## config.mk

```make
export PLATFORM = sky130hd
export DESIGN_NAME = flp_norm
export DESIGN_NICKNAME = d
export VERILOG_FILES = /design/src/rtl/flp_norm.sv
export SDC_FILE = /design/constraint.sdc
export NUM_CORES = 1
export LEC_CHECK = 0
export ABC_AREA = 1
export CAP_MARGIN = 25
export CELL_PAD_IN_SITES_DETAIL_PLACEMENT = 1
export CELL_PAD_IN_SITES_GLOBAL_PLACEMENT = 2
export CORE_MARGIN = 1
export CORE_UTILIZATION = 32
export DETAILED_ROUTE_END_ITERATION = 7
export PLACE_DENSITY = 0.84
export SYNTH_ARGS = -nofsm -noshare
export SYNTH_HDL_FRONTEND = slang
export SYNTH_SLANG_ARGS = --single-unit
```

## constraint.sdc

```tcl
create_clock -name clk -period 3.6 [get_ports clk]
set_input_delay 0.54 -clock clk [delete_from_list [all_inputs] [get_ports clk]]
set_output_delay 0.54 -clock clk [all_outputs]
set_load 0.005 [all_outputs]
```

## src/rtl/flp_norm.sv

```systemverilog
// Post-add normaliser/rounder: iterative one-bit normalise, RNE round, IEEE pack.
// Define FLP_NORM_FTZ_EN to flush denormal results to signed zero.
module flp_norm #(
  parameter int EXP_WIDTH  = 8,
  parameter int FRAC_WIDTH = 23
) (
  input  logic                            clk,
  input  logic                            nrst,
  input  logic                            i_valid,
  output logic                            o_ready,
  input  logic                            i_sn,
  input  logic [FRAC_WIDTH+3:0]           i_sg,
  input  logic                            i_zero,
  input  logic [EXP_WIDTH-1:0]            i_exp,
  output logic                            o_valid,
  input  logic                            i_ready,
  output logic [EXP_WIDTH+FRAC_WIDTH:0]   o_result,
  output logic                            o_ovf,
  output logic                            o_zero
);

  localparam int SW = FRAC_WIDTH + 4;
  localparam int XW = EXP_WIDTH + 1;
  localparam int RW = EXP_WIDTH + FRAC_WIDTH;

  typedef enum logic [1:0] {
    IDLE, NORM, ROUND, DONE
  } state_t;

  state_t state, state_nx;

  logic                  sn;
  logic [SW-1:0]         sg;
  logic [XW-1:0]         exp;
  logic [RW:0]           res;
  logic                  ovf;
  logic                  zero;

  logic                  carry, hidden, exp_one;
  logic                  inc, pre_ovf, post_ovf;
  logic [RW:0]           sum;
  logic [FRAC_WIDTH-1:0] frac;
  logic [EXP_WIDTH-1:0]  nexp;

  assign carry   = sg[SW-1];
  assign hidden  = sg[SW-2];
  assign exp_one = (exp == XW'(1));

  assign inc  = sg[1] & (sg[0] | sg[2]);
  assign sum  = {1'b0, exp[EXP_WIDTH-1:0], sg[FRAC_WIDTH+1:2]}
              + (RW+1)'(inc);
  assign frac = sum[FRAC_WIDTH-1:0];
  assign nexp = sum[RW-1:FRAC_WIDTH];

  // exp may already sit at/above all-ones after a carry shift in NORM
  assign pre_ovf  = (exp >= XW'((1 << EXP_WIDTH) - 1));
  assign post_ovf = sum[RW] | (&nexp);

  always_ff @(posedge clk) begin
    if (!nrst) state <= IDLE;
    else       state <= state_nx;
  end

  always_comb begin
    state_nx = state;
    unique case (state)
      IDLE: begin
        if (i_valid) state_nx = i_zero ? DONE : NORM;
      end
      NORM: begin
        if (carry || hidden || exp_one) state_nx = ROUND;
      end
      ROUND: state_nx = DONE;
      DONE: begin
        if (i_ready) state_nx = IDLE;
      end
      default: state_nx = IDLE;
    endcase
  end

  always_comb begin
    o_ready = (state == IDLE);
    o_valid = (state == DONE);
  end

  always_ff @(posedge clk) begin
    if (!nrst) begin
      sn   <= 1'b0;
      sg   <= '0;
      exp  <= '0;
      res  <= '0;
      ovf  <= 1'b0;
      zero <= 1'b0;
    end else begin
      unique case (state)
        IDLE: begin
          if (i_valid) begin
            sn  <= i_sn;
            sg  <= i_sg;
            exp <= (i_exp == '0) ? XW'(1) : {1'b0, i_exp};
            if (i_zero) begin
              sn   <= 1'b0;
              res  <= '0;
              ovf  <= 1'b0;
              zero <= 1'b1;
            end
          end
        end
        NORM: begin
          if (carry) begin
            sg  <= {1'b0, sg[SW-1:2], sg[1] | sg[0]};
            exp <= exp + XW'(1);
          end else if (hidden) begin
            sg <= sg;
          end else if (exp_one) begin
            exp <= '0;
          end else begin
            sg  <= {sg[SW-2:0], 1'b0};
            exp <= exp - XW'(1);
          end
        end
        ROUND: begin
          if (pre_ovf || post_ovf) begin
            res  <= {sn, {EXP_WIDTH{1'b1}}, {FRAC_WIDTH{1'b0}}};
            ovf  <= 1'b1;
            zero <= 1'b0;
          end else begin
            ovf <= 1'b0;
`ifdef FLP_NORM_FTZ_EN
            if (nexp == '0) begin
              res  <= {sn, {RW{1'b0}}};
              zero <= 1'b1;
            end else begin
              res  <= {sn, nexp, frac};
              zero <= 1'b0;
            end
`else
            res  <= {sn, nexp, frac};
            zero <= (nexp == '0) && (frac == '0);
`endif
          end
        end
        DONE: begin
          sg <= sg;
        end
        default: begin
          sg <= sg;
        end
      endcase
    end
  end

  assign o_result = res;
  assign o_ovf    = ovf;
  assign o_zero   = zero;

endmodule

```

==> results.md <==
* Crit path max fanout at 34
* Initial core utilization at between 30% and 40%
* PD cells at a little over 700 mW/mm^2
* Num CTS Buffers at 9
* Area grow syn2layout at 24.2%
* Synth unique cells at 44
* Die area at 0.0164 sq mm
* Peak VDD IR at 0.284 mV
* Drt via density at around 5.1
* Arrival @ worst endpoint at 3360 ps
* Async SR Flop Fraction at 0%
* Top Metal Used: met4
* Vias at 5440
* Root Buffer: clkbuf_16
* Fin nets at 908
* Skew final at 7.18 ps
* Clock buffer depth at 2
* Unrepaired setup endpoints after global routing: no
* Drt drc at 0
* Total length of routed met2 wires at 8.72 mm
* Flops & latches, synth at between 70 and 80
* Initial antenna violation count at 0
* CTS tree: yes
* Slew Limit Headroom at roughly 45%
* Area contributors post-synth: dfxtp_1 29%, nand2_1 16%, nor2_1 8.9%
* Min-Delay Path Class: flop to flop
* CP max-delay cell: inv_1
* Seq/Total Area, Yosys at 28.7%
* Prevailing post-synth register cell: dfxtp_1
* Post-synth EDFFs at 0
* Routed Antenna Nets at 0
* Die Ht at roughly 130 microns
* Area leader, netlist: dfxtp_1
* Worst-Skew Late Latency at 350 ps
* Final setup violation count at 0
* Tcrit/Tclk final at between 80 and 90%
* Yosys warnings at 0
* Routed metal-1 wirelength at ~8.6 mm
* Post-Syn Area per Cell at ~6.4 sq um
* Inst Count DP at roughly 1100
* Synth top cells by count: 221 x nand2_1, 120 x nor2_1, 73 x dfxtp_1, 67 x inv_1, 49 x o21ai_0
* Tightest Pin Transition at 825 ps
* Gr usage total at 23.3%
* CP Capture Type: flop
* Slowest stage delay, CP at between 600 and 700 ps
* CP Class: flop to flop
* Finished Cell Area at 0.00631 sq mm
* Top-count cell post-synth: nand2_1
* Achievable Freq at 323 MHz
* TNS Setup at 0 ps
* Critical Path Source Type: flop
* Post-CTS sizing at 0
* Setup bufs post-CTS at 0
* Vias in the first global route at 5692
* Util after Layout at 41.1%
* Max Cap Viol at 0
* Post-route minimum period at a little over 3000 ps
* Layout Cells excl Fill at 1073
* IO Pins at between 70 and 80
* Fill count at roughly 2000
* First-pass GRT wire length at 29.5 mm
* DRT Wirelength at 18.2 mm
* Synthesized area at 0.00508 sq mm
* Endpoints failing hold at 0
* Clock transition at the registers of the reported paths at 60 ps
* Final Max Tran Viols at 0
* ANT cells at 0
* P_leak at 0.00242 uW
* Sink Count at 73
* Die W at 128 microns
* Largest net degree at the start of global routing at 35
* Global route overflow at 0
* Worst endpoint required time at 3870 ps
* Syn Inst Count at 800
* Iteration-0 DRC Markers at just over 300
* Met3 Routed Length at 599 microns
* Dpl cell area at 0.00600 sq mm
* CTS Hold Bufs at 0
* Syn nets at 850
* I/O Buffers at 76
* Routability cong. at 0.956
* Status: finished clean
* Share of layout cells above drive strength 1 at 10.2%
* H-tree depth at 3
* Core region area at 0.0154 sq mm
* TritonRoute pass-1 iters at 5
* Row count at 45
* Critical path cell sequence: inv_1 -> ha_1 -> inv_2 -> nor2_1 -> nand2_1 -> nand2_2 -> inv_2 -> nand2_1 -> buf_4 -> inv_1 -> o21ai_0 -> a41oi_1
* Final hold slack at 467 ps
* Dpl hpwl at approximately 15 mm
* Yosys top cell area share at 28.7%
* Average wire per standard cell at 17.0 microns
[sequential cells by signal (all words and copies together) (netlist names)]
name / count
exp: 9
sn: 1
o_zero: 1
sg: 27
state: 2
o_result: 32
o_ovf: 1
[power by group]
group / switching, uW / total, uW / internal [uW]
Sequential: 345 / 1390 / 1040
Clock: 364 / 964 / 600
Combinational: 1470 / 2190 / 723
[critical path, delay by kind of cell (launching register included)]
kind	cells	cell delay [ps]
adder cells (fa/ha/maj)	1	210
AND/OR/NAND/NOR	4	490
flip-flops	1	360
buffers and inverters	5	1560
AO/OA/AOI/OAI	2	370
[layer usage]
layer,up-vias,track usage [%]
met5,-,0
met4,0,8.03
met3,25,3.71
met2,86,40.0
met1,2595,29.4
li1,2734,-
[metrics by stage]
step           total power [uW]  worst slack, ps
2_1_floorplan              2790             1580
3_3_place_gp               3480              636
3_5_place_dp               3580              531
4_1_cts                    4570              499
5_1_grt                    4920              153
6_report                   4540              507
[cell usage in the layout, fill, tap and decap left out, drive strengths merged, types with 5 or more instances in the layout]
master / n
xor2: 10
clkbuf: 9
a21oi: 58
a31oi: 5
nand2: 235
o21ai: 52
buf: 8
nor3: 7
nand3: 59
clkinv: 6
o221ai: 23
inv: 71
dfxtp: 73
nor2: 135
clkdlybuf4s50: 76
ha: 9
[logic make-up after synthesis]
family | share of synthesized area, %
AO/OA/AOI/OAI | 18.7
XOR/XNOR | 2.07
adder cells (fa/ha/maj) | 2.21
buffers and inverters | 8.88
flip-flops | 28.7
AND/OR/NAND/NOR | 39.4
[final timing paths]
kind | from | endpoint | slack [ps] | cells past startpoint
setup / recovery | state[1] | sg[24] | 510 | 12
hold / removal | o_result[5] | o_result[5] | 470 | 2
hold reg to reg | o_result[5] | o_result[5] | 470 | 2
setup reg to reg | state[1] | sg[24] | 510 | 12
[layout make-up]
| class | instances | area (sq um) | area share [%] |
|---|---|---|---|
| multi-input combinational | 617 | 3180 | 50.3 |
| clock inverter | 6 | 83.8 | 1.33 |
| inverter | 73 | 275 | 4.36 |
| timing repair buffer | 84 | 828 | 13.1 |
| tap | 211 | 264 | 4.18 |
| sequential | 73 | 1460 | 23.1 |
| clock buffer | 9 | 225 | 3.57 |
No activity file was read; power rests on OpenSTA's default activity.
